$ cat src/rtl/defuzz_div.sv
// Centroid divider: y = s_wg / s_w as unsigned Q1.15, radix-2 restoring, one quotient bit per cycle.
// Latency DW+1 edges from accept to first out_valid sample (2 for s_w == 0); result held under out_ready backpressure.
module defuzz_div #(
  parameter int W    = 16,
  parameter int FRAC = 15
) (
  input  logic         clk,
  input  logic         rst_n,
  input  logic         in_valid,
  output logic         in_ready,
  input  logic [W-1:0] s_w,
  input  logic [W-1:0] s_wg,
  output logic         out_valid,
  input  logic         out_ready,
  output logic [W-1:0] y,
  output logic         div0,
  output logic         sat
);

  localparam int DW = W + FRAC;
  localparam int CW = $clog2(DW + 1);
  localparam logic [DW-1:0] ONE_Q = DW'(1) << FRAC;
  localparam logic [W-1:0]  ONE_Y = ONE_Q[W-1:0];

  typedef enum logic [1:0] {IDLE, DIV, DONE} state_t;

  state_t        state, state_nxt;
  logic [W-1:0]  divisor;
  logic [DW-1:0] dividend;
  logic [DW-1:0] quo;
  logic [W:0]    rem;
  logic [CW-1:0] count;

  logic [W:0]    rem_sh;
  logic [W:0]    rem_nxt;
  logic          q_bit;
  logic [DW-1:0] quo_nxt;
  logic          last_step;

  // rem < divisor always holds between steps, so dropping rem[W] on the shift loses nothing
  always_comb begin
    rem_sh    = {rem[W-1:0], dividend[DW-1]};
    q_bit     = (rem_sh >= {1'b0, divisor});
    rem_nxt   = q_bit ? (rem_sh - {1'b0, divisor}) : rem_sh;
    quo_nxt   = {quo[DW-2:0], q_bit};
    last_step = (count == CW'(1));
  end

  always_ff @(posedge clk or negedge rst_n) begin
    if (!rst_n) begin
      state <= IDLE;
    end else begin
      state <= state_nxt;
    end
  end

  always_comb begin
    state_nxt = state;
    in_ready  = 1'b0;
    out_valid = 1'b0;
    case (state)
      IDLE: begin
        in_ready = 1'b1;
        if (in_valid) state_nxt = DIV;
      end
      DIV: begin
        if ((divisor == '0) || last_step) state_nxt = DONE;
      end
      DONE: begin
        out_valid = 1'b1;
        if (out_ready) state_nxt = IDLE;
      end
      default: state_nxt = IDLE;
    endcase
  end

  always_ff @(posedge clk or negedge rst_n) begin
    if (!rst_n) begin
      divisor  <= '0;
      dividend <= '0;
      quo      <= '0;
      rem      <= '0;
      count    <= '0;
      y        <= '0;
      div0     <= 1'b0;
      sat      <= 1'b0;
    end else begin
      case (state)
        IDLE: begin
          if (in_valid) begin
            divisor  <= s_w;
            dividend <= {s_wg, {FRAC{1'b0}}};
            quo      <= '0;
            rem      <= '0;
            count    <= CW'(DW);
          end
        end
        DIV: begin
          if (divisor == '0) begin
            y    <= '0;
            div0 <= 1'b1;
            sat  <= 1'b0;
          end else begin
            rem      <= rem_nxt;
            dividend <= dividend << 1;
            quo      <= quo_nxt;
            count    <= count - CW'(1);
            // Final bit: clamp anything above 1.0 (upstream wrap or gains over 100 %)
            if (last_step) begin
              div0 <= 1'b0;
              if (quo_nxt > ONE_Q) begin
                y   <= ONE_Y;
                sat <= 1'b1;
              end else begin
                y   <= quo_nxt[W-1:0];
                sat <= 1'b0;
              end
            end
          end
        end
        default: ;
      endcase
    end
  end

endmodule
$ cat config.mk
export PLATFORM = sky130hd
export DESIGN_NAME = defuzz_div
export DESIGN_NICKNAME = d
export VERILOG_FILES = /design/src/rtl/defuzz_div.sv
export SDC_FILE = /design/constraint.sdc
export NUM_CORES = 1
export LEC_CHECK = 0
export ABC_CLOCK_PERIOD_IN_PS = 6000
export CAP_MARGIN = 20
export CORE_AREA = 2 2 101 103
export CTS_BUF_LIST = sky130_fd_sc_hd__clkbuf_8
export DETAILED_ROUTE_END_ITERATION = 6
export DIE_AREA = 0 0 103 105
export HOLD_SLACK_MARGIN = 0.05
export PLACE_DENSITY_LB_ADDON = 0.15
export SYNTH_ARGS = -nofsm -noshare
export SYNTH_HDL_FRONTEND = slang
export SYNTH_SLANG_ARGS = --single-unit
$ cat constraint.sdc
create_clock -name clk -period 6 [get_ports clk]
set_input_delay 1.2 -clock clk [delete_from_list [all_inputs] [get_ports clk]]
set_output_delay 1.2 -clock clk [all_outputs]
set_load 0.02 [all_outputs]
* Word level (Yosys, flattened, before mapping)
Index checks and enable logic that the tools add are counted.
** Storage, ports and cells
- Output and inout bits :: 20
- Bits in registers :: 118
- Input port bits :: 36
** Operators by class
- Equal/unequal tests :: 7
- Mux-type cells :: 27
- $add $sub $neg :: 2
- Reduce and logical (&&, ||, !) cells :: 9
- Order comparisons :: 2
** Operator list (number)
- $mux 16 :: 6
- $mux 31 :: 2
- $pmux 31 s2 :: 1
- $mux 30 :: 2
- $pmux 30 s2 :: 1
- $pmux 16 s2 :: 1
- $gt 31x16->1 const B :: 1
- $ge 17x16->1 :: 1
- $logic_not 16->1 :: 1
- $sub 16x16->16 :: 1
- $mux 5 :: 2
- $pmux 5 s2 :: 1
- $ne 2x2->1 const B :: 4
- $mux 1 :: 7
- $mux 2 :: 3
- $pmux 2 s3 :: 1
- $reduce_and 3->1 :: 2
- $eq 5x1->1 const B :: 1
- $sub 5x1->5 const B :: 1
- $reduce_and 2->1 :: 2
- $reduce_bool 2->1 :: 2
- $eq 2x1->1 const B :: 1
- $eq 2x2->1 const B :: 1
- $logic_not 2->1 :: 1
- $logic_or 1x1->1 :: 1

* Longest topological paths before layout
Gate-level depths: netlist of the first run.
- Depth in word-level cells :: 5
- Mapped depth :: 9
- Gate-level depth less buffers :: 9

* Least setup slack after synthesis of the first run
OpenSTA, ideal clock, no wires.
- Path type :: input to register
- Start point :: input port in_valid
- End point :: register rem[2]
- Path buffers :: 3
- Required time :: 5.905 ns
- Data arrival time :: 2.150 ns
- Cell stages on the path :: 7
- Slack :: 3.754 ns
- Setup time :: 0.095 ns
- Path through :: and2_1 -> clkbuf_1 -> nor2_2 -> buf_2 -> buf_2 -> nand2_1 -> o31ai_1
** On the way
- Cells in the longest elaborated chain, start to end :: 2
** RTL lines
- from (decl) :: RTL line 9 : input logic in_valid,
- $ne 2x2->1 (no line)
- $reduce_and 3->1 (no line)
- to (signal assigned) :: RTL line 104 : rem <= rem_nxt;
- to (decl) :: RTL line 31 : logic [W:0] rem;
Every way passes these cells.
A chain may end at the register's enable or synchronous reset.

* Worst setup path after layout of the first run
- Start point :: input port in_valid
- End point :: register quo[12]
** On the way
- Cells in the longest elaborated chain, start to end :: 2
** RTL lines
- $ne 2x2->1 (no line)
- $reduce_and 3->1 (no line)
- to (signal assigned) :: RTL line 106 : quo <= quo_nxt;
- to (decl) :: RTL line 30 : logic [DW-1:0] quo;
Every way passes these cells.

==> results of run 1 <==
Yosys cell counts (6+ instances only):
| master | count |
|---|---|
| inv_1 | 23 |
| buf_2 | 8 |
| dfrtp_1 | 103 |
| o31ai_1 | 6 |
| nor3_1 | 7 |
| nand2_1 | 117 |
| xor2_1 | 7 |
| nand2b_1 | 6 |
| a22o_1 | 16 |
| clkbuf_1 | 15 |
| a21oi_1 | 12 |
| nor4_1 | 11 |
| xnor2_1 | 7 |
| o21ai_0 | 70 |
| ha_1 | 18 |
| a21o_1 | 7 |
| nand4_1 | 14 |
| mux2i_1 | 15 |
| nor2_1 | 8 |
worst max-delay path by stage:
stage                   end  slack, ps  cells after the start
floorplan            rem[2]       3750                      7
global placement    quo[19]       2690                      6
detailed placement  quo[12]       2580                      6
CTS                 quo[16]       2990                      6
global route        quo[12]       2800                      6
finish              quo[12]       2970                      6
worst min-delay path, delay by kind of cell (launching register included):
family	cells	cell delay [ps]
flip-flops	1	350
AO/OA/AOI/OAI	1	60
AND/OR/NAND/NOR	1	50
state kept, by name, summed over array words and instances, names as in the netlist:
| register | cells |
|---|---|
| div0 | 1 |
| dividend | 16 |
| rem | 16 |
| quo | 30 |
| sat | 1 |
| divisor | 16 |
| count | 5 |
| state | 2 |
| y | 16 |
per-layer routing:
| metal | vias to the layer above | wire, µm | global-route usage (%) | part of all wire, % |
|---|---|---|---|---|
| met4 | 0 | 235 | 8.083 | 2.0 |
| li1 | 2031 | - | - | - |
| met2 | 101 | 5357 | 36.04 | 46 |
| met5 | - | 0 | 0 | 0 |
| met3 | 20 | 496 | 4.080 | 4.3 |
| met1 | 1990 | 5552 | 32.01 | 48 |
cell families after synthesis:
kind of cell               Yosys count
muxes                               15
and+or+nand+nor                    190
AOI/OAI and AO/OA                  154
buffers and inverters               50
adders and majority gates           19
xor gates and xnor gates            14
DFF                                103
area by class of cell:
class,instances,area [µm²]
clock buffers,10,137.6
clock inverters,6,58.81
fillers,848,3535
inverters,23,86.33
multi-input cells,392,2477
flip-flops and latches,103,2577
well taps,133,166.4
repair buffers,62,600.6
power breakdown:
group,total [mW],internal [mW],switching (mW)
sequential,1.26,1.01,0.249
clock,0.437,0.173,0.264
combinational,2.10,0.878,1.22
per-stage QoR:
stage,cells,power (mW)
2_1_floorplan,545,2.809
3_3_place_gp,712,3.274
3_5_place_dp,712,3.344
4_1_cts,728,3.785
5_1_grt,729,4.128
6_report,729,3.793
==> out/qor.yml, run 1 <==
seq_area_frac_synth_pct: 49.14
crit_type: "input pin to flop"
required_ps: 6250
ys_seq_elements: 103
io_pins: 56
synthMuxAreaShare_pct: 2.863
chipHeight_um: 105
fin_crit_ps: 3034
skew_ps: 12.12
tns_ps: 0
die_w_um: 103
clockBufferDepth: 2
synth.area.top_cells: "dfrtp_1 49%, nand2_1 8.4%, o21ai_0 6.7%"
netlist.area_leader.share_pct: 49.14
reg2reg_depth: 6
async_flop_share_pct: 100.0
utilization_pct: 63.33
yosys.cell_types.count: 59
layout-drive-gt1-share_pct: 7.215
postCtsHoldBufs: 0
crit_path_max_fanout: 44
clk_latency_ps: 380
cts_tree: "yes"
htree_num_levels: 3
power.density_nw_per_um2: 621.4
setup_viol: 0
firstDrtPassIters: 4
outcome: "completed"
place_ws_ps: 2585
synth_largest_area_cell: "dfrtp_1"
wirelength_um: 11640
synth_edf_count: 0
leakage_nw: 2.706
cts_sinks: 103
reg2reg_to: "quo[12]"
yosys_warnings: 0
final_common_cell: "nand2_1"
drtIter0Drc: 248
dpl_cell_area_um2: 5901
hold_path_depth: 2
worstMarginPinSlew_ps: 842.3
end_kind: "flop"
min_to: "dividend[29]"
std_cell_rows: 36
vias: 4142
synth_xor_area_share_pct: 2.338
area_growth_pct: 16.39
die_area_um2: 10820
slew_headroom_pct: 43.71
synth_fa_ha_area_share_pct: 4.676
maxSlewViolCount: 0
synth_nets: 600
max_freq_mhz: 329.6
grt_pass1_vias: 4042
core_area_um2: 9639
grt.overflow.total: 0
setup_ws_ps: 2966
yosys.area_share.simple_pct: 17.18
initial_core_util_pct: 54.41
drv_cap: 0
cts-root-buf: "clkbuf_8"
cp_common_cell: "buf_4"
startpoint_type: "input pin"
whs_ps: 491.7
drc: 0
stdcell_area_um2: 6105
clk_pin_slew_ps: 110
hp-class: "flop to flop"
nets: 646
hold_viol: 0
numCtsBuffers: 9
critPathBufInv: 3
viasPerCell: 5.682
critical_path.startpoint: "in_valid"
r2r_start: "divisor[1]"
rrSetupSlack_ps: 3070
netlist_area_um2: 5245
n_antenna_cell: 0
cpLargestDelayFamily: "buffers and inverters"
grt_max_degree: 55
grt_pass1_wl_um: 19580
gp_congestion: 0.8433
synth_compound_area_share_pct: 19.90
port_buffers: 55
synthCells: 545
synth_top_family_by_area: "compound AO/OA/AOI/OAI gates"
post_cts_buffers: 0
wl_per_cell_um: 15.97
dp_hpwl_um: 8346
cp.arrival_ps: 3290
grt_usage_pct: 23.01
antenna_found_initial: 0
avgSynthCellArea_um2: 9.624
min_period_over_period_pct: 50.56
min_from: "dividend[29]"
critical_path.cell_chain: "clkdlybuf4s50_1 -> and2_1 -> buf_4 -> nor2_4 -> buf_4 -> o21ai_0"
synth-main-ff-cell: "dfrtp_1"
max_stage_delay_ps: 670
rsz0062_at_grt: "false"
slowest_stage: "nor2_4"
final_cell_mix: "117 x nand2_1, 103 x dfrtp_1, 70 x o21ai_0"
post_cts_resized: 0
vdd_drop_max_mv: 0.2797
drtAntennaViolNets: 0
Note: power is estimated with default switching activity, not from simulation.
==> run 2, diff against run 1 <==
ABC_CLOCK_PERIOD_IN_PS = 2800   (was 6000)
clock period = 2.8 ns   (was 6 ns; I/O delays follow)
==> out/qor.yml, run 2 (same netlist as run 1, synthesis figures left out) <==
die_area_um2: 10820
drv_cap: 0
grt_pass1_wl_um: 19840
setup_viol: 0
end_kind: "flop"
drtIter0Drc: 228
crit_path_max_fanout: 8
antenna_found_initial: 0
chipHeight_um: 105
area_growth_pct: 18.23
cp.arrival_ps: 2700
whs_ps: 158.2
fin_crit_ps: 2408
tns_ps: 0
final_common_cell: "nand2_1"
use_met2_pct: 37.01
grt_busiest_layer: "met2"
slowest_stage: "o41ai_4"
htree_num_levels: 3
cts-root-buf: "clkbuf_8"
cpLargestDelayFamily: "compound AO/OA/AOI/OAI gates"
viasPerCell: 5.747
vdd_drop_max_mv: 0.6884
critical_path.cell_chain: "inv_1 -> ha_1 -> and2_4 -> nand4_4 -> o41ai_4 -> nor2_2 -> o311ai_1"
met3_usage_pct: 2.876
drtAntennaViolNets: 0
required_ps: 3090
clk_latency_ps: 390
max_freq_mhz: 415.2
numCtsBuffers: 9
nets: 652
port_buffers: 55
cts_tree: "yes"
core_area_um2: 9639
grt_usage_pct: 23.24
final_cell_mix: "117 x nand2_1, 103 x dfrtp_1, 70 x o21ai_0"
postCtsHoldBufs: 0
grt_pass1_vias: 4081
hp-class: "input pin to asynchronous set/reset pin"
startpoint_type: "flop"
grtUsageMet1_pct: 32.89
stdcell_count: 735
skew_ps: 15.43
crit_type: "flop to flop"
dp_hpwl_um: 8437
cts_sinks: 103
post_cts_resized: 0
wl_per_cell_um: 15.99
rsz0062_at_grt: "false"
firstDrtPassIters: 5
leakage_nw: 2.753
clk_pin_slew_ps: 120
largest_register_ff_count: 30
drc: 0
wirelength_um: 11760
n_antenna_cell: 0
worstMarginPinSlew_ps: 816.5
min_period_over_period_pct: 86.02
die_w_um: 103
initial_core_util_pct: 54.41
grt_max_degree: 47
layout-drive-gt1-share_pct: 8.140
vias: 4224
critPathBufInv: 1
grt.overflow.total: 0
power.density_nw_per_um2: 1331
hold_viol: 0
finalPower_mw: 8.255
slew_headroom_pct: 45.43
std_cell_rows: 36
dp.cells: 719
io_pins: 56
maxSlewViolCount: 0
post_cts_buffers: 0
outcome: "completed"
clockBufferDepth: 2
max_stage_delay_ps: 610
gp_congestion: 0.9381
regMostFlops: "quo"
-- run 2: routing by layer --
| metal | part of all wire [%] | up-vias | wire length [µm] |
|---|---|---|---|
| li1 | - | 2037 | - |
| met1 | 46 | 2040 | 5390 |
| met2 | 48 | 128 | 5643 |
| met3 | 4.3 | 19 | 511 |
| met4 | 1.8 | 0 | 210 |
| met5 | 0 | - | 0 |
-- run 2: path summary, 6_finish.rpt --
path,from,to,slack (ps),depth (start not counted)
setup / recovery,divisor[12],rem[5],390,7
hold / removal,rst_n,y[13],160,1
setup reg to reg,divisor[12],rem[5],390,7
hold reg to reg,dividend[24],dividend[24],490,2
max in group asynchronous,rst_n,divisor[8],1950,2
min in group clk,dividend[24],dividend[24],490,2
-- run 2: cell type report --
type | count | area, µm²
clock buffer | 9 | 123.9
multi-input combinational | 392 | 2477
clock inverter | 7 | 86.33
sequential | 103 | 2577
fill | 821 | 3438
tap | 133 | 166.4
inverter | 23 | 86.33
timing repair buffer | 68 | 683.2
-- run 2: power by group --
part | total (mW) | switching (mW) | internal, mW
Combinational | 4.62 | 2.67 | 1.95
Clock | 0.962 | 0.602 | 0.360
Sequential | 2.67 | 0.509 | 2.16
Total | 8.26 | 3.78 | 4.48
-- run 2: per-stage QoR --
step                instance area [µm²]  util, %  worst slack, ps
detailed placement                 5991    62.15            432.6
global placement                   5991    62.15            451.4
global route                       6201    64.33            234.5
CTS                                6201    64.33            410.0
floorplan                          5245        -            604.0
finish                             6201    64.33            391.6
==> run 3, diff against run 2 <==
ABC_CLOCK_PERIOD_IN_PS = 2300   (was 2800)
CORE_AREA = 3 3 102 104   (was 2 2 101 103)
DIE_AREA = 0 0 105 107   (was 0 0 103 105)
clock period = 2.3 ns   (was 2.8 ns; I/O delays follow)
==> out/qor.yml, run 3 (same netlist as run 1, synthesis figures left out) <==
reg2reg_to: "rem[12]"
required_ps: 2580
clockBufferDepth: 2
r2r_start: "rem[8]"
wl_per_cell_um: 16.32
port_buffers: 55
area_growth_pct: 24.50
drv_cap: 0
crit_type: "flop to flop"
antenna_found_initial: 0
clk_latency_ps: 390
grt_pass1_vias: 4192
vdd_drop_max_mv: 1.036
max_freq_mhz: 434.9
grt.overflow.total: 0
initial_core_util_pct: 54.41
reg2reg_depth: 7
cp.depth: 7
nets: 686
dpl_cell_area_um2: 6203
power.density_nw_per_um2: 1658
drc: 0
crit_path_max_fanout: 7
cts-root-buf: "clkbuf_8"
drtAntennaViolNets: 0
cp.arrival_ps: 2580
final_common_cell: "nand2_1"
io_pins: 56
slowest_stage: "o41ai_4"
dp_hpwl_um: 9024
grt_max_degree: 69
worstMarginPinSlew_ps: 432.0
drtIter0Drc: 269
cts_tree: "yes"
gp_congestion: 0.9246
die_w_um: 105
grt_usage_pct: 23.37
numCtsBuffers: 9
utilization_pct: 67.74
skew_ps: 16.79
hold_viol: 0
cts_sinks: 103
n_antenna_cell: 0
regMostFlops: "quo"
rrSetupSlack_ps: 0.5
leakage_nw: 2.922
rsz0062_at_grt: "true"
grt_pass1_wl_um: 20870
vias: 4324
std_cell_rows: 36
end_kind: "flop"
wirelength_um: 12550
finalPower_mw: 10.83
hp-class: "input pin to asynchronous set/reset pin"
max_stage_delay_ps: 490
chipHeight_um: 107
die_area_um2: 11240
firstDrtPassIters: 5
clk_pin_slew_ps: 110
maxSlewViolCount: 0
outcome: "completed"
critical_path.cell_chain: "ha_4 -> nand4_1 -> buf_4 -> o41ai_4 -> buf_4 -> nor2_4 -> o31ai_1"
htree_num_levels: 3
slew_headroom_pct: 71.13
viasPerCell: 5.623
cpLargestDelayFamily: "compound AO/OA/AOI/OAI gates"
min_period_over_period_pct: 99.98
stdcell_area_um2: 6530
cp_common_cell: "buf_4"
core_area_um2: 9639
final_cell_mix: "116 x nand2_1, 103 x dfrtp_1, 70 x o21ai_0"
layout-drive-gt1-share_pct: 14.47
startpoint_type: "flop"
fin_crit_ps: 2299
setup_viol: 0
largest_register_ff_count: 30
critPathBufInv: 2
## run 3: cell types whose count changed in the layout (fill, tap and decap cells not counted), moves of 2 or more
cell	before	now
clkinv_8	3	0
ha_4	0	4
buf_4	11	44
a21oi_1	12	10
clkbuf_8	9	11
a21oi_2	2	4
ha_1	18	14
## run 3: power by group
| group | internal (mW) | switching (mW) | leakage (nW) |
|---|---|---|---|
| clock | 0.461 | 0.637 | 0.0963 |
| combinational | 2.96 | 3.52 | 1.51 |
| sequential | 2.63 | 0.618 | 1.31 |
## run 3: per-stage QoR
step	setup slack, ps	setup TNS [ps]	instances	hold slack, ps
6_report	0.5371	0	769	426.0
5_1_grt	-76.89	-511.5	769	408.7
4_1_cts	6.219	0	766	415.5
3_5_place_dp	-42.27	-42.27	749	279.9
3_3_place_gp	-7.475	-8.204	749	280.2
2_1_floorplan	104.0	0	545	164.4
## run 3: worst max path at each step
stage,startpoint,to,slack [ps]
after detailed placement,divisor[4],rem[14],-40
after CTS,divisor[14],sat,6
final,rem[8],rem[12],0.5
after global placement,rem[8],rem[12],-7
after global routing,divisor[6],sat,-80
after floorplan,divisor[14],sat,100
## run 3: cell type report
cell class	count	area [µm²]
clock buffer	11	151.4
inverter	23	86.33
fill	774	3109
clock inverter	5	38.79
timing repair buffer	102	940.9
sequential	103	2577
tap	133	166.4
multi-input combinational	392	2569
## run 3: repair_timing
| item | CTS | global route |
|---|---|---|
| hold buffers | 1 | 0 |
| endpoints found under the hold margin | 5 | 0 |
| buffers inserted | 0 | 3 |
| gates resized for setup | 3 | 12 |
| cloned | 0 | 0 |
| pin swaps | 0 | 9 |
| endpoints found under the setup margin | 4 | 30 |
## run 3: layer usage
metal	part of all wire [%]	global-route usage [%]	up-vias	routed length, µm
met1	45	31.37	2069	5645
li1	-	-	2110	-
met5	0	0	-	0
met2	47	36.66	116	5923
met3	5.2	6.502	29	653
met4	2.6	8.060	0	329
